**config.mk**
```make
export PLATFORM = sky130hd
export DESIGN_NAME = seven_seg_scan_controller
export DESIGN_NICKNAME = d
export VERILOG_FILES = /design/src/rtl/seven_seg_scan_controller.sv
export SDC_FILE = /design/constraint.sdc
export NUM_CORES = 1
export LEC_CHECK = 0
export CELL_PAD_IN_SITES_DETAIL_PLACEMENT = 0
export CELL_PAD_IN_SITES_GLOBAL_PLACEMENT = 1
export CORE_MARGIN = 2
export CORE_UTILIZATION = 38
export CTS_BUF_LIST = sky130_fd_sc_hd__clkbuf_8
export DETAILED_ROUTE_END_ITERATION = 8
export GPL_TIMING_DRIVEN = 0
export PLACE_DENSITY_LB_ADDON = 0.15
export SLEW_MARGIN = 25
export SYNTH_ARGS = -nofsm -noshare
export SYNTH_HDL_FRONTEND = slang
export SYNTH_SLANG_ARGS = --single-unit
```
**constraint.sdc**
```tcl
create_clock -name clk_i -period 1.9 [get_ports clk_i]
set_input_delay 0.38 -clock clk_i [delete_from_list [all_inputs] [get_ports clk_i]]
set_output_delay 0.38 -clock clk_i [all_outputs]
set_load 0.02 [all_outputs]
```
**src/rtl/seven_seg_scan_controller.sv**
```systemverilog
// Multiplexed common-anode 7-segment scanner with a shared external decoder.
// Double-buffered display word; new values take effect only at frame boundaries.
module seven_seg_scan_controller #(
    parameter int NUM_DIGITS = 4,
    parameter int DWELL      = 50000,
    parameter int GAP        = 2
) (
    input  logic                      clk_i,
    input  logic                      rst_i,
    input  logic                      en_i,
    input  logic                      load_valid_i,
    input  logic [4*NUM_DIGITS-1:0]   load_data_i,
    output logic                      load_ready_o,
    input  logic                      blank_lz_i,
    output logic [3:0]                dec_bin_o,
    input  logic [6:0]                dec_seg_i,
    output logic [6:0]                seg_o,
    output logic [NUM_DIGITS-1:0]     an_o,
    output logic                      frame_done_o
);

    localparam int CW = (DWELL > 1) ? $clog2(DWELL) : 1;
    localparam int IW = (NUM_DIGITS > 1) ? $clog2(NUM_DIGITS) : 1;

    localparam logic [CW-1:0] CNT_GAP_END  = CW'(GAP - 1);
    localparam logic [CW-1:0] CNT_SLOT_END = CW'(DWELL - 1);
    localparam logic [IW-1:0] IDX_LAST     = IW'(NUM_DIGITS - 1);

    typedef enum logic [1:0] {
        S_OFF  = 2'd0,
        S_GAP  = 2'd1,
        S_SHOW = 2'd2
    } state_t;

    state_t                    state_q, state_d;
    logic [CW-1:0]             cnt_q, cnt_d;
    logic [IW-1:0]             idx_q, idx_d;
    logic [4*NUM_DIGITS-1:0]   active_q, shadow_q;
    logic                      pending_q;
    logic [6:0]                seg_q, seg_d;
    logic [NUM_DIGITS-1:0]     an_q, an_d;
    logic                      frame_done_q;

    logic                      capture;
    logic                      frame_end;
    logic                      commit;
    logic [NUM_DIGITS-1:0]     blank;
    logic                      zero_run;

    // ---------------- state register ----------------
    always_ff @(posedge clk_i) begin
        if (rst_i) begin
            state_q <= S_OFF;
            cnt_q   <= '0;
            idx_q   <= '0;
        end else begin
            state_q <= state_d;
            cnt_q   <= cnt_d;
            idx_q   <= idx_d;
        end
    end

    // ---------------- next-state logic ----------------
    always_comb begin
        state_d = state_q;
        cnt_d   = cnt_q;
        idx_d   = idx_q;
        case (state_q)
            S_OFF: begin
                cnt_d = '0;
                idx_d = '0;
                if (en_i) begin
                    state_d = S_GAP;
                end
            end
            S_GAP: begin
                if (!en_i) begin
                    state_d = S_OFF;
                    cnt_d   = '0;
                    idx_d   = '0;
                end else begin
                    cnt_d = cnt_q + CW'(1);
                    if (cnt_q == CNT_GAP_END) begin
                        state_d = S_SHOW;
                    end
                end
            end
            S_SHOW: begin
                if (!en_i) begin
                    state_d = S_OFF;
                    cnt_d   = '0;
                    idx_d   = '0;
                end else if (cnt_q == CNT_SLOT_END) begin
                    state_d = S_GAP;
                    cnt_d   = '0;
                    idx_d   = (idx_q == IDX_LAST) ? '0 : idx_q + IW'(1);
                end else begin
                    cnt_d = cnt_q + CW'(1);
                end
            end
            default: begin
                state_d = S_OFF;
                cnt_d   = '0;
                idx_d   = '0;
            end
        endcase
    end

    // ---------------- display buffers ----------------
    assign frame_end = (state_q == S_SHOW) && (cnt_q == CNT_SLOT_END) && (idx_q == IDX_LAST);
    assign capture   = load_valid_i && !pending_q;
    // While the display is off there is no frame to protect, so commit at once.
    assign commit    = pending_q && (frame_end || (state_q == S_OFF));

    always_ff @(posedge clk_i) begin
        if (rst_i) begin
            active_q     <= '0;
            shadow_q     <= '0;
            pending_q    <= 1'b0;
            frame_done_q <= 1'b0;
        end else begin
            frame_done_q <= frame_end;
            if (capture) begin
                shadow_q  <= load_data_i;
                pending_q <= 1'b1;
            end else if (commit) begin
                active_q  <= shadow_q;
                pending_q <= 1'b0;
            end
        end
    end

    // Digit k is a leading zero when it and every higher digit are zero.
    always_comb begin
        blank    = '0;
        zero_run = 1'b1;
        for (int k = NUM_DIGITS - 1; k >= 1; k--) begin
            zero_run = zero_run && (active_q[4*k +: 4] == 4'h0);
            blank[k] = blank_lz_i && zero_run;
        end
    end

    assign dec_bin_o = active_q[{idx_q, 2'b00} +: 4];

    // ---------------- output logic ----------------
    always_comb begin
        an_d  = '1;
        seg_d = 7'b1111111;
        if ((state_q == S_SHOW) && !blank[idx_q]) begin
            an_d  = ~(NUM_DIGITS'(1) << idx_q);
            seg_d = dec_seg_i;
        end
    end

    always_ff @(posedge clk_i) begin
        if (rst_i) begin
            an_q  <= '1;
            seg_q <= 7'b1111111;
        end else begin
            an_q  <= an_d;
            seg_q <= seg_d;
        end
    end

    assign an_o         = an_q;
    assign seg_o        = seg_q;
    assign load_ready_o = ~pending_q;
    assign frame_done_o = frame_done_q;

endmodule

```
; Yosys cells after proc, flatten, opt, wreduce, memory -nomap -nowiden
; Cells that the tools add are included.
[totals]
register_bits = 65
output_inout_bits = 17
inputBits = 28
[classes]
bitwise = 4
muxes = 19
n_shift = 2
n_addsub = 2
n_reduce_logical = 22
magnitude_cmp = 1
n_eq_ne = 9
[op_table]
columns = operator, count
row1 = 2-to-1 mux 16 bit, 3
row2 = one-hot mux 16 bit (2 select lines), 1
row3 = 2-to-1 mux 2 bit, 9
row4 = adder 16 x 1 -> 16 bit (second input constant), 1
row5 = equality test 16 x 1 -> 1 bit (second input constant), 1
row6 = equality test 16 bit (second input constant), 1
row7 = indexed part select 16 x 5 -> 4 bit, 1
row8 = logical NOT 4 bit, 3
row9 = logical AND 1 bit, 10
row10 = != test 3 bit (second input constant), 2
row11 = one-hot mux 2 bit (3 select lines), 1
row12 = equality test 2 bit (second input constant), 2
row13 = != test 2 bit (second input constant), 2
row14 = inverter 4 bit, 1
row15 = one-hot mux 2 bit (2 select lines), 1
row16 = AND reduction 2 bit, 2
row17 = left shift 1 x 2 -> 4 bit (first input constant), 1
row18 = < comparator 2 x 3 -> 1 bit (second input constant), 1
row19 = 2-to-1 mux 1 bit, 3
row20 = inverter 1 bit, 3
row21 = AND reduction 3 bit, 1
row22 = adder 2 x 1 -> 2 bit (second input constant), 1
row23 = binary-select mux 1 bit (select 2 bit), 1
row24 = equality test 2 x 1 -> 1 bit (second input constant), 1
row25 = 5 further kinds, 6

; Logic depth before layout (Yosys ltp)
; Gate-level depths: netlist (run 1).
[depth]
ltp_word = 10
depth_mapped = 7

; Least setup slack after synthesis (run 1)
; Ideal clock, no wire load.
[synth_timing]
kind = register to register
from = register cnt_q[0]
to = register active_q[10]
path_slack_ns = -0.014
path_stages_with_launch = 8
arrival_ns = 1.800
setup_time_ns = 0.114
path_buffers = 1
cell_sequence = dfxtp_1 > ha_1 > and4_1 > nand4_2 > o31ai_4 > buf_8 > mux2i_1 > nor2_1
[synth_between]
elab_chain_len = 6
[synth_rtl]
columns = element, line_no
row1 = start: declaration, 36  ; logic [CW-1:0] cnt_q, cnt_d;
row2 = start signal: assignment, 58  ; cnt_q <= cnt_d;
row3 = equality test 16 bit, 110  ; assign frame_end = (state_q == S_SHOW) && (cnt_q == CNT_SLOT_END) && (idx_q == IDX_LAST);
row4 = logical AND 1 bit (2 in series), 110
row5 = logical OR 1 bit, 113  ; assign commit = pending_q && (frame_end || (state_q == S_OFF));
row6 = logical AND 1 bit, 113
row7 = AND reduction 2 bit (no line), n/a
row8 = end signal: assignment, 127  ; active_q <= shadow_q;
row9 = end: declaration, 38  ; logic [4*NUM_DIGITS-1:0] active_q, shadow_q;
; No other way between the ends.
; A chain may end at the register's enable or synchronous reset.

; Worst setup path in the final report (run 1)
[layout_timing]
from = register idx_q[0]
to = output port dec_bin_o[1]
[layout_between]
elab_chain_len = 1
[layout_rtl]
columns = element, line_no
row1 = start: declaration, 37  ; logic [IW-1:0] idx_q, idx_d;
row2 = start signal: assignment, 59  ; idx_q <= idx_d;
row3 = indexed part select 16 x 5 -> 4 bit, 143  ; assign dec_bin_o = active_q[{idx_q, 2'b00} +: 4];
row4 = end: declaration, 15  ; output logic [3:0] dec_bin_o,
; No other way between the ends.

==> results of run 1 <==
-- worst max path at each step --
stage	startpoint	depth (start not counted)	slack [ns]	endpoint
6_report	idx_q[0]$_SDFFE_PP0P_	3	0.03	dec_bin_o[1]
3_5_place_dp	idx_q[0]$_SDFFE_PP0P_	3	-0.36	dec_bin_o[1]
2_1_floorplan	cnt_q[0]$_SDFF_PP0_	7	0.03	active_q[10]$_SDFFE_PP0P_
4_1_cts	idx_q[0]$_SDFFE_PP0P_	3	-0.02	dec_bin_o[1]
3_3_place_gp	idx_q[0]$_SDFFE_PP0P_	3	-0.34	dec_bin_o[3]
5_1_grt	idx_q[0]$_SDFFE_PP0P_	3	-0.02	dec_bin_o[0]
-- logic make-up after synthesis --
group | Yosys count | share of synthesized area (%)
buffers and inverters | 19 | 3.743
AOI/OAI and AO/OA | 29 | 6.839
DFF | 65 | 48.06
and+or+nand+nor | 128 | 22.55
muxes | 21 | 9.658
xor gates and xnor gates | 14 | 4.529
adders and majority gates | 10 | 4.621
-- routing by layer --
layer	share of wire, %	wire (um)	track usage (%)
met5	0	0	0
met4	1.9	115	8.264
met3	3.6	212	3.545
met2	43	2558	23.99
met1	51	3052	24.14
-- worst max-delay path, delay by kind of cell (launching register included) --
kind | cells | cell delay (ns)
muxes | 1 | 0.52
DFF | 1 | 0.35
buffers and inverters | 2 | 0.28
-- per-stage QoR --
| stage | worst slack (ns) | utilization, % | cell area (um2) |
|---|---|---|---|
| floorplan | 0.03050 | - | 2708 |
| global placement | -0.3357 | 47.69 | 3258 |
| detailed placement | -0.3585 | 47.69 | 3258 |
| CTS | -0.01816 | 52.45 | 3583 |
| global route | -0.02199 | 53.77 | 3674 |
| finish | 0.02732 | 53.77 | 3674 |
-- Yosys cell counts (all sizes together) (2+ instances only) --
| cell | n |
|---|---|
| o21ai | 2 |
| xor2 | 6 |
| nand3 | 7 |
| nand2b | 8 |
| o31ai | 4 |
| nor4 | 3 |
| nor3 | 6 |
| mux2i | 16 |
| nand4 | 5 |
| nand2 | 48 |
| dfxtp | 65 |
| clkbuf | 9 |
| mux4 | 4 |
| nor2b | 2 |
| or4 | 2 |
| a41oi | 2 |
| and3 | 2 |
| buf | 3 |
| and4 | 3 |
| inv | 7 |
| xnor2 | 8 |
| nor2 | 39 |
| ha | 10 |
| a21oi | 19 |
-- state kept, by name, summed over array words and instances (netlist names) --
signal / count
active_q: 16
an_o: 4
cnt_q: 16
frame_done_o: 1
idx_q: 2
pending_q: 1
seg_o: 7
shadow_q: 16
state_q: 2
-- repair_timing --
action | 4_1_cts | 5_1_grt
gates cloned | 1 | 0
setup endpoints to repair | 30 | 21
setup buffers | 8 | 2
resized for setup | 29 | 25
pin swaps | 3 | 4
-- power breakdown --
group	leakage, nW	switching, mW	internal (mW)	total [mW]
Combinational	0.670	0.252	0.252	0.505
Clock	0.109	0.570	0.737	1.31
Sequential	0.532	0.0378	1.42	1.45
-- layout make-up --
class	instances	area, um2
fillers	652	3158
plain buffers	11	71.32
repair buffers	54	544.3
multi-input cells	202	1376
clock buffers	9	123.9
clock inverters	7	95.09
well taps	96	120.1
flip-flops and latches	65	1316
inverters	7	26.28
==> results.rst, run 1 <==
.. list-table::
   :header-rows: 1

   * - Metric
     - Value
   * - Result of the run
     - finished, final reports clean
   * - Diode insertion count for antenna repair
     - 0
   * - Root buffer selected by CTS
     - sky130_fd_sc_hd__clkbuf_8
   * - Cell at the slowest stage of the critical path
     - sky130_fd_sc_hd__mux4_2
   * - Leading cell types by total area after synthesis
     - sky130_fd_sc_hd__dfxtp_1 48%, sky130_fd_sc_hd__nand2_1 6.7%, sky130_fd_sc_hd__mux2i_1 5.9%
   * - Area grow syn2layout
     - 35.67%
   * - Routed via count
     - 2129
   * - Top flip-flop cell by instance count after synthesis
     - sky130_fd_sc_hd__dfxtp_1
   * - TritonCTS clock tree
     - yes
   * - Setup TNS
     - 0 ns
   * - Worst hold stages
     - 4
   * - Minimum hold slack
     - 0.3626 ns
   * - Starting density of the core
     - 39.63%
   * - Register-to-register setup slack
     - 0.06 ns
   * - Clock insertion delay at the later pin of the skew report
     - 0.36 ns
   * - Total instance count after detailed placement
     - 425
   * - Relative max-transition margin
     - 63.38%
   * - Worst-path clk slew
     - 0.08 ns
   * - FFs w/ async S/R, synth
     - 0%
   * - Net count of the mapped netlist
     - 324
   * - HPWL Detailed
     - 4.068 mm
   * - Bufs on Longest Clock Path
     - 2
   * - CTS sink count
     - 65
   * - Final Hold Fails
     - 0
   * - Largest stage delay on the critical path
     - 0.52 ns
   * - Number of levels in the clock H-tree
     - 3
   * - Cell depth of the worst flop-to-flop path
     - 6
   * - Reg-to-Reg End
     - idx_q[0]$_SDFFE_PP0P_
   * - GRT Residual Overflow
     - 0
   * - Number of standard cells after synthesis
     - 286
   * - Average size of a mapped cell
     - 9.467 um2
   * - Actual slew at the worst max-slew pin
     - 0.5492 ns
   * - Cell accounting for the most synthesized area
     - sky130_fd_sc_hd__dfxtp_1
   * - Synth unique cells
     - 40
   * - Initial DRC Count
     - 76
   * - Initial antenna violation count
     - 0
   * - Detailed-routing iteration count for the pre-antenna-repair pass
     - 4
   * - Overall die width
     - 88.41 um
   * - Count of state elements after synthesis
     - 65
   * - Fraction of the yosys area taken by sequential cells
     - 48.06%
   * - Endpoint with the worst hold slack
     - seg_o[0]$_SDFF_PP1_
   * - Required time at the worst-slack endpoint
     - 1.52 ns
   * - RSZ-0062 raised after global routing
     - true
   * - Die area
     - 7816 um2
   * - Period Utilization, post-route
     - 98.56%
   * - Count of max-cap constraint violations
     - 0
   * - Fin. max-slew vios
     - 0
   * - Wire length of the first global-routing pass
     - 9.839 mm
   * - Most common library cell in the layout ignoring fill and taps
     - sky130_fd_sc_hd__dfxtp_1
   * - Largest clock skew in the final design
     - 0.01598 ns
   * - Number of routed nets with antenna violations
     - 0
   * - GRT Util Overall
     - 16.82%
   * - Post-CTS Hold Fix Bufs
     - 0
   * - EDFF count, synth
     - 0
   * - CP Capture Type
     - output pin
   * - Routed wire per std cell
     - 13.16 um
   * - Power consumption
     - 3.267 mW
   * - Number of CTS-inserted buffers
     - 9
   * - Count of synthesis-stage warnings from yosys
     - 0
   * - Classification of the worst-slack hold path
     - in -> reg
   * - Number of global-route vias before repair
     - 1987
   * - Power per Cell Area
     - 889.3 nW/um2
   * - Fmax
     - 0.5340 GHz
   * - Synth Cell Area
     - 2708 um2
   * - Drt via density
     - 4.721
   * - Hold path startpoint
     - rst_i
   * - Top Ports
     - 45
   * - Highest net fanout along the worst path
     - 5
   * - Startpoint Class
     - flip-flop
   * - Share of cells above drive strength 1
     - 17.18%
   * - Final estimated routing congestion in global placement
     - 0.7968
   * - Drt total wl
     - 5.937 mm
   * - Vertical extent of the die
     - 88.41 um
   * - Yosys top cell area share
     - 48.06%
   * - Time the worst path needs with I/O delays and setup
     - 1.873 ns
   * - Worst reg2reg startpoint
     - cnt_q[11]$_SDFF_PP0_
   * - Leak pwr
     - 1.311 nW
   * - Number of core rows
     - 30
   * - NumNets Final
     - 388
   * - Count of input and output buffers
     - 43
   * - Setup Viol. Count Final
     - 0
   * - Number of design rule violations left after detail routing
     - 0
   * - Top library cells by usage in the layout, fill and taps aside
     - 59 x sky130_fd_sc_hd__dfxtp_1, 48 x sky130_fd_sc_hd__nand2_1, 39 x sky130_fd_sc_hd__nor2_1
   * - Crit path DAT
     - 1.49 ns
   * - Worst-path cell chain
     - buf_8 > mux4_2 > buf_6
   * - Type of the worst setup path
     - reg -> out
   * - Maximum number of pins on one net before global-route repair
     - 13
   * - Final cell count without fillers
     - 451
   * - Core area
     - 6832 um2
   * - Worst IR drop on VDD
     - 0.4296 mV
No activity file was read; power rests on OpenSTA's default activity.
==> run 2: changes to the inputs <==
--- a/config.mk
+++ b/config.mk
@@ -13,7 +13,7 @@
 export DETAILED_ROUTE_END_ITERATION = 8
 export GPL_TIMING_DRIVEN = 0
 export PLACE_DENSITY_LB_ADDON = 0.15
-export SLEW_MARGIN = 25
+export SLEW_MARGIN = 15
 export SYNTH_ARGS = -nofsm -noshare
 export SYNTH_HDL_FRONTEND = slang
 export SYNTH_SLANG_ARGS = --single-unit
==> results of run 2 <==
Final layout, timing and power as in run 1 (identical DEF).
==> run 3: changes to the inputs <==
--- a/config.mk
+++ b/config.mk
@@ -8,11 +8,12 @@
 export CELL_PAD_IN_SITES_DETAIL_PLACEMENT = 0
 export CELL_PAD_IN_SITES_GLOBAL_PLACEMENT = 1
 export CORE_MARGIN = 2
-export CORE_UTILIZATION = 38
+export CORE_UTILIZATION = 42
 export CTS_BUF_LIST = sky130_fd_sc_hd__clkbuf_8
 export DETAILED_ROUTE_END_ITERATION = 8
 export GPL_TIMING_DRIVEN = 0
 export PLACE_DENSITY_LB_ADDON = 0.15
+export RECOVER_POWER = 100
 export SLEW_MARGIN = 15
 export SYNTH_ARGS = -nofsm -noshare
 export SYNTH_HDL_FRONTEND = slang
==> constraint.sdc (replaced) <==
create_clock -name clk_i -period 2 [get_ports clk_i]
set_input_delay 0.4 -clock clk_i [delete_from_list [all_inputs] [get_ports clk_i]]
set_output_delay 0.4 -clock clk_i [all_outputs]
set_load 0.02 [all_outputs]
==> run 3 against run 2 <==
  * Total power decreased by 16%
  * Setup slack gained 0.054 ns
  * Core utilization up 1.1 points
  * Worst hold slack gained 0.053 ns
  * First-iteration DRC count is 2.6% lower
  * Critical path type unchanged
  * Highest routed layer unchanged
==> results.rst, run 3 (synthesized netlist as in run 1, its figures left out) <==
.. list-table::
   :header-rows: 1

   * - Metric
     - Value
   * - Share of cells above drive strength 1
     - 11.75% (-5.4 points)
   * - Diode insertion count for antenna repair
     - 0 (unchanged)
   * - Fillers
     - 617 (-5.4%)
   * - Placement-stage worst setup slack
     - -0.2527 ns (+0.1058 ns)
   * - Result of the run
     - finished, final reports clean
   * - GRT Util Overall
     - 16.30% (-0.52 points)
   * - Power per Cell Area
     - 798.1 nW/um2 (-10%)
   * - Vertical extent of the die
     - 84.29 um (-4.7%)
   * - Classification of the worst-slack hold path
     - in -> reg
   * - Type of the worst setup path
     - reg -> out
   * - Most common library cell in the layout ignoring fill and taps
     - sky130_fd_sc_hd__dfxtp_1
   * - Fmax
     - 0.5213 GHz
   * - Worst reg2reg startpoint
     - cnt_q[0]$_SDFF_PP0_
   * - Crit path DAT
     - 1.52 ns (+0.03 ns)
   * - Period Utilization, post-route
     - 95.92%
   * - Root buffer selected by CTS
     - sky130_fd_sc_hd__clkbuf_8
   * - Fin. max-slew vios
     - 0 (unchanged)
   * - Drt via density
     - 4.911 (+4.0%)
   * - Drt total wl
     - 5.509 mm (-7.2%)
   * - Highest net fanout along the worst path
     - 7 (+2)
   * - Top library cells by usage in the layout, fill and taps aside
     - 62 x sky130_fd_sc_hd__dfxtp_1, 48 x sky130_fd_sc_hd__nand2_1, 39 x sky130_fd_sc_hd__nor2_1
   * - Leak pwr
     - 1.249 nW (-4.7%)
   * - Wire length of the first global-routing pass
     - 9.135 mm (-7.2%)
   * - Overall die width
     - 84.29 um (-4.7%)
   * - Worst hold stages
     - 3 (-1)
   * - Number of CTS-inserted buffers
     - 9 (unchanged)
   * - Worst IR drop on VDD
     - 0.4079 mV (-5.1%)
   * - Number of design rule violations left after detail routing
     - 0 (unchanged)
   * - Relative max-transition margin
     - 66.35% (+3.0 points)
   * - GRT Residual Overflow
     - 0 (unchanged)
   * - Final Hold Fails
     - 0 (unchanged)
   * - Endpoint with the worst hold slack
     - active_q[13]$_SDFFE_PP0P_
   * - Maximum number of pins on one net before global-route repair
     - 11 (-2)
   * - NumNets Final
     - 383 (-1.3%)
   * - Bufs on Longest Clock Path
     - 2 (unchanged)
   * - Hold path startpoint
     - rst_i
   * - Count of input and output buffers
     - 43 (unchanged)
   * - Worst-path clk slew
     - 0.07 ns (about the same)
   * - Number of levels in the clock H-tree
     - 3 (unchanged)
   * - RSZ-0062 raised after global routing
     - false
   * - Detailed-routing iteration count for the pre-antenna-repair pass
     - 4 (unchanged)
   * - Largest clock skew in the final design
     - 0.006624 ns (-0.009358 ns)
   * - Largest registers ranked by flip-flop count
     - active_q (16), cnt_q (16), shadow_q (16)
   * - TritonCTS clock tree
     - yes
   * - CTS sink count
     - 65 (unchanged)
   * - Core area
     - 6277 um2 (-8.1%)
   * - Routed wire per std cell
     - 12.93 um (-1.8%)
   * - Post-CTS Hold Fix Bufs
     - 0 (unchanged)
   * - Final std cell area, no fill
     - 3446 um2 (-6.2%)
   * - Initial DRC Count
     - 74 (-2.6%)
   * - Worst-case setup margin in the final layout
     - 0.08154 ns (+0.05422 ns)
   * - Startpoint Class
     - flip-flop
   * - Routed via count
     - 2092 (-1.7%)
   * - Final cell count without fillers
     - 426 (-5.5%)
   * - Actual slew at the worst max-slew pin
     - 0.5014 ns (-0.04782 ns)
   * - Number of global-route vias before repair
     - 1916 (-3.6%)
   * - Number of core rows
     - 29 (-3.3%)
   * - Clock insertion delay at the later pin of the skew report
     - 0.33 ns (-0.03 ns)
   * - Area grow syn2layout
     - 27.26%
   * - CP Capture Type
     - output pin
   * - Setup Viol. Count Final
     - 0 (unchanged)
   * - Time the worst path needs with I/O delays and setup
     - 1.918 ns
   * - Cell depth of the worst flop-to-flop path
     - 8 (+2)
   * - Cell area reported after detailed placement
     - 3234 um2 (-0.73%)
   * - Reg-to-Reg End
     - active_q[10]$_SDFFE_PP0P_
   * - Initial antenna violation count
     - 0 (unchanged)
   * - Starting density of the core
     - 43.13% (+3.5 points)
   * - Final estimated routing congestion in global placement
     - 0.7783 (-2.3%)
   * - Count of max-cap constraint violations
     - 0 (unchanged)
   * - Top Ports
     - 45 (unchanged)
   * - Die area
     - 7105 um2 (-9.1%)
   * - Required time at the worst-slack endpoint
     - 1.60 ns (+0.08 ns)
   * - HPWL Detailed
     - 3.943 mm (-3.1%)
   * - Register-to-register setup slack
     - 0.13 ns (+0.07 ns)
   * - Number of routed nets with antenna violations
     - 0 (unchanged)
   * - Total instance count after detailed placement
     - 406 (-4.5%)
==> run 3: cell count changes in the layout (fill, tap and decap cells not counted), moves of 3 or more <==
cell                              delta
sky130_fd_sc_hd__dlygate4sd3_1      +14
sky130_fd_sc_hd__dfxtp_1             +3
sky130_fd_sc_hd__clkdlybuf4s50_1    -13
sky130_fd_sc_hd__buf_4               -7
sky130_fd_sc_hd__buf_6               -4
sky130_fd_sc_hd__dfxtp_4             -3
sky130_fd_sc_hd__ha_1                +3
sky130_fd_sc_hd__buf_2               +4
==> run 3: cell type report <==
| cell class | count | area (um2) | share of cell area [%] |
|---|---|---|---|
| Sequential cell | 65 | 1305 | 37.87 |
| Inverter | 7 | 26.28 | 0.7625 |
| Buffer | 12 | 85.08 | 2.469 |
| Timing Repair Buffer | 48 | 465.4 | 13.51 |
| Tap cell | 77 | 96.34 | 2.796 |
| Multi-Input combinational cell | 202 | 1305 | 37.87 |
| Clock inverter | 5 | 25.02 | 0.7262 |
| Clock buffer | 10 | 137.6 | 3.994 |
==> run 3: what timing repair did <==
item	in CTS	in global routing
gates cloned	0	1
resized for setup	19	5
pin swaps	2	1
setup buffers	3	1
setup endpoints to repair	24	6
==> run 3: worst max path at each step <==
stage | start | to | slack [ns] | cells after the start
CTS | idx_q[0]$_SDFFE_PP0P_ | dec_bin_o[0] | 0.009 | 3
global placement | idx_q[0]$_SDFFE_PP0P_ | dec_bin_o[3] | -0.22 | 3
finish | idx_q[0]$_SDFFE_PP0P_ | dec_bin_o[0] | 0.08 | 3
detailed placement | idx_q[0]$_SDFFE_PP0P_ | dec_bin_o[0] | -0.25 | 3
global route | cnt_q[0]$_SDFF_PP0_ | active_q[0]$_SDFFE_PP0P_ | 0.01 | 8
floorplan | cnt_q[0]$_SDFF_PP0_ | active_q[10]$_SDFFE_PP0P_ | 0.09 | 7
==> run 3: power by group <==
group          switching, mW  total [mW]  leakage, nW  internal (mW)
clock network          0.467       0.929       0.0905          0.463
logic                  0.217       0.436        0.629          0.219
registers             0.0347        1.38        0.529           1.35
==> run 3: per-stage QoR <==
stage / hold WS (ns) / power (mW) / TNS (ns) / util [%]
floorplan: 0.4360 / 1.677 / 0 / -
global placement: 0.4433 / 1.816 / -3.269 / 51.52
detailed placement: 0.4482 / 1.819 / -3.695 / 51.52
CTS: 0.3981 / 2.770 / 0 / 54.32
global route: 0.4120 / 2.892 / 0 / 54.89
finish: 0.4159 / 2.750 / 0 / 54.89
==> run 3: critical path, cell delays in order (launching register included) <==
cell and delay, ns:
sky130_fd_sc_hd__dfxtp_2 0.35, sky130_fd_sc_hd__clkbuf_8 0.16, sky130_fd_sc_hd__mux4_2 0.51, sky130_fd_sc_hd__buf_2 0.18
==> run 3: routing by layer <==
metal | routed length (um) | GRT usage [%]
met1 | 2769 | 22.65
met2 | 2399 | 23.38
met3 | 259 | 3.540
met4 | 81 | 9.238
met5 | 0 | 0
==> patch 1 (settings of run 1) <==
Set the parameter `NUM_DIGITS` to 2 (it was 4).
--- a/src/rtl/seven_seg_scan_controller.sv
+++ b/src/rtl/seven_seg_scan_controller.sv
@@ -3,3 +3,3 @@
 module seven_seg_scan_controller #(
-    parameter int NUM_DIGITS = 4,
+    parameter int NUM_DIGITS = 2,
     parameter int DWELL      = 50000,
Interface: changed (resized an_o and load_data_i); port bits go from 45 to 35. The function was not compared with the original's and may differ.
==> patch 1 against run 1 <==
Clock power shrank 46%. Worst hold slack better by 0.091 ns. Sequential cell count is 19 lower. Global-route usage shrank 1.7 points. Power is 37% lower. Synthesized area is 27% lower. Worst setup slack better by 0.053 ns. Die area is 26% lower. Final area down 32%. Routed wire length shrank 32%. Synthesized cell count is 22% lower. Critical path type unchanged. Largest cell class unchanged. Highest routed layer unchanged.
==> patch 1: results <==
setup_path:
  critical-path-max-stage-delay_ns: 0.35
  cp_slowest_cell: "mux2_2"
  r2r_slack_ns: 0.13
  r2r-start: "cnt_q[1]$_SDFF_PP0_"
  critPathMaxFanout: 10
  worstPathArrival_ns: 1.44
  r2r-end: "idx_q$_SDFFE_PP0P_"
  cp_top_family: "buffers and inverters"
hold_path:
  hold_class: "flop to flop"
  min_to: "cnt_q[0]$_SDFF_PP0_"
  min_path_cells: 1
  min_from: "cnt_q[0]$_SDFF_PP0_"
yosys:
  netlist_top_cells_area: "dfxtp_1 47%, nand2_1 5.2%, a21oi_1 4.8%"
  ys_types: 38
  syn_area_per_cell_um2: 8.81
  synth_fp_nets: 249
  ys_seq_area_share_pct: 46.8
  synth_top_cells_by_count: "46 x dfxtp_1, 27 x nand2_1, 20 x nor2_1, 19 x a21oi_1, 15 x nand3_1"
clock_network:
  numCtsBuffers: 5
  clock_path_buffers: 2
  clk_pin_slew_ns: 0.09
  worstSkewPairLatency_ns: 0.30
  cts-htree-levels: 2
finish:
  nNetsFinal: 289
  layout-drive-gt1-share_pct: 9.09
  top_regs: "cnt_q: 16 flops, active_q: 8 flops, shadow_q: 8 flops"
  fin_cells: 334
  n_antenna_cell: 0
  nFillCells: 526
place:
  placed_cells: 327
  place.gp.congestion: 0.732
  port_buffers: 34
  post-dp-hpwl_um: 3020
  place_ws_ns: -0.0736
  place_area_um2: 2390
timing:
  period_share_pct: 95.8
  skew_ns: 0.00853
  whs_ns: 0.453
  slew_headroom_pct: 58.1
grt:
  grt_pass1_wl_um: 7040
  use_met3_pct: 4.29
  grt_usage_pct: 15.1
  grt_use_met1_pct: 19.7
  busiest_layer: "met2"
  grt_max_degree: 14
  grt_pass1_vias: 1543
  grt_use_met2_pct: 23.6
route:
  routedWlPerCell_um: 12.2
  vias: 1608
  drt_iter0_markers: 37
power:
  p_seq_share_pct: 50.2
  vdd_drop_max_mv: 0.424
  intPower_uw: 1530
  power.leakage_uw: 0.000877
  power_frac_clock_pct: 34.4
  power_uw: 2050
run_status:
  outcome: "completed"
-- patch 1: layout make-up --
cell class / instances / area (um2) / share of cell area [%]
Buffer: 6 / 30.0 / 1.19
Inverter: 8 / 30.0 / 1.19
Tap cell: 70 / 87.6 / 3.48
Timing Repair Buffer: 34 / 335 / 13.3
Clock buffer: 5 / 68.8 / 2.73
Multi-Input combinational cell: 162 / 1000 / 39.9
Sequential cell: 46 / 922 / 36.6
Clock inverter: 3 / 37.5 / 1.49
-- patch 1: what timing repair did --
action                     in CTS  in global routing
buffers inserted                0                  0
pin swaps                       0                  1
setup endpoints to repair      14                 20
resized for setup               6                  4
hold endpoints to repair        0                  0
cloned                          0                  0
-- patch 1: per-layer routing --
metal  part of all wire [%]  vias to the layer above
li1                       -                      835
met1                     49                      739
met2                     45                       28
met3                    4.4                        6
met4                    1.7                        0
met5                      0                        -
-- patch 1: cell families after synthesis --
| group | after synthesis | synth area share, % |
|---|---|---|
| xor gates and xnor gates | 14 | 6.24 |
| and+or+nand+nor | 103 | 27.7 |
| muxes | 4 | 2.29 |
| DFF | 46 | 46.8 |
| buffers and inverters | 15 | 3.12 |
| AOI/OAI and AO/OA | 35 | 9.99 |
| adders and majority gates | 6 | 3.82 |
-- patch 1: worst max path at each step --
stage,start,end,depth (start not counted)
2_1_floorplan,cnt_q[0]$_SDFF_PP0_,idx_q$_SDFFE_PP0P_,6
3_3_place_gp,cnt_q[0]$_SDFF_PP0_,cnt_q[9]$_SDFF_PP0_,7
3_5_place_dp,cnt_q[0]$_SDFF_PP0_,cnt_q[11]$_SDFF_PP0_,7
4_1_cts,cnt_q[0]$_SDFF_PP0_,idx_q$_SDFFE_PP0P_,6
5_1_grt,idx_q$_SDFFE_PP0P_,dec_bin_o[1],3
6_report,idx_q$_SDFFE_PP0P_,dec_bin_o[0],3
==> patch 2 (settings of run 1) <==
Without the edit above. Remove the register `an_q`: a continuous assignment takes its place, so the output `an_o` follows one clock earlier.
--- a/src/rtl/seven_seg_scan_controller.sv
+++ b/src/rtl/seven_seg_scan_controller.sv
@@ -156,6 +156,4 @@
         if (rst_i) begin
-            an_q  <= '1;
             seg_q <= 7'b1111111;
         end else begin
-            an_q  <= an_d;
             seg_q <= seg_d;
@@ -163,2 +161,4 @@
     end
+
+    assign an_q = an_d;
 
Check against the original RTL: not equivalent (Yosys sat finds a counterexample within 4 cycles, from zero or initial values and one cycle with rst_i high).
==> patch 2 against run 1 <==
Sequential power down 6%. Final area down 3.3%. Non-clock buffer count up 2. Sequential cell count down 4. Sequential share of layout area down 1.3 points. Worst hold slack better by 0.078 ns. Worst setup slack worse by 0.11 ns. Largest cell class unchanged. Clock power down 21%. Power down 8.1%. Synthesized cell count up 7.3%. The flow now finishes with violations (setup timing). Routed wire length down 0.98%. Clock skew down 0.0093 ns. Synthesized area down 0.79%. Count of clock-buffer cells in the layout up 1.
==> patch 2: results <==
power:
  p_per_area_nw_per_um2: 845
  power_uw: 3000
  switching_share_pct: 29.3
  pg_seq_uw: 1370
  power.leakage_uw: 0.00122
  power_frac_clock_pct: 34.3
  vdd_drop_max_mv: 0.352
setup_path:
  r2r_slack_ns: 0.11
  r2r-start: "cnt_q[1]$_SDFF_PP0_"
  cp_top_family: "compound AO/OA/AOI/OAI gates"
  critPathLaunch: "active_q[8]$_SDFFE_PP0P_"
  critPathMaxFanout: 4
  r2r-end: "idx_q[1]$_SDFFE_PP0P_"
  crit_path_end: "an_o[0]"
route:
  wirelength_um: 5880
  wl_met1_um: 2860
  via_per_inst: 4.81
  wl_met2_um: 2680
  wl_met3_um: 243
  drt_iter0_markers: 58
run_status:
  outcome: "complete, but fails checks"
  violations: "setup timing"
timing:
  setup_violations: 4
  setup-tns-final_ns: -0.241
  layout_setup_ws_ns: -0.0826
  slew_headroom_pct: 65.8
  skew_ns: 0.00671
clock_network:
  worstSkewPairLatency_ns: 0.34
  cts_sinks: 61
place:
  place_ws_ns: -0.492
  place_area_um2: 3250
  port_buffers: 44
  place.gp.congestion: 0.724
  placed_cells: 447
  post-dp-hpwl_um: 4280
hold_path:
  min_from: "cnt_q[0]$_SDFF_PP0_"
  hold_class: "flop to flop"
  min_to: "cnt_q[0]$_SDFF_PP0_"
grt:
  grt_pass1_vias: 2090
  use_met3_pct: 4.34
  grt_usage_pct: 16.3
  grt_use_met2_pct: 25.9
  grt_max_degree: 12
  grt_use_met1_pct: 20.7
finish:
  nNetsFinal: 406
  sh_seq_area_pct: 34.6
  final.clkbuf_count: 10
  clock_area_share_pct: 4.97
  n_all_inverters: 9
  nonClkBufAreaFrac_pct: 16.1
yosys:
  syn_area_per_cell_um2: 8.75
  syn_inst: 307
  ys_types: 38
  ys_seq_area_share_pct: 45.5
-- patch 2: cell count changes in the layout (fill, tap and decap cells not counted), sizes merged, moves of 5 or more --
| cell | change |
|---|---|
| a21oi | +19 |
| nand3b | +17 |
| o21ai | +17 |
| mux2i | -16 |
| nor2 | -14 |
| or2 | +8 |
| nand2b | -7 |
| clkbuf | +5 |
| nand2 | -5 |
-- patch 2: logic make-up (layout without fill, tap and decap cells) --
family / Yosys count / after routing / synth area share [%]
flip-flops: 61 / 61 / 45.5
buffers and inverters: 26 / 92 / 3.73
XOR/XNOR: 14 / 14 / 4.56
AND/OR/NAND/NOR: 128 / 128 / 25.0
multiplexers: 4 / 4 / 3.35
adder cells (fa/ha/maj): 10 / 10 / 4.66
AO/OA/AOI/OAI: 64 / 64 / 13.3
-- patch 2: timing repair --
action	4_1_cts	5_1_grt
gates resized for setup	63	17
buffers inserted	2	4
pin swaps	6	8
endpoints found under the setup margin	22	38
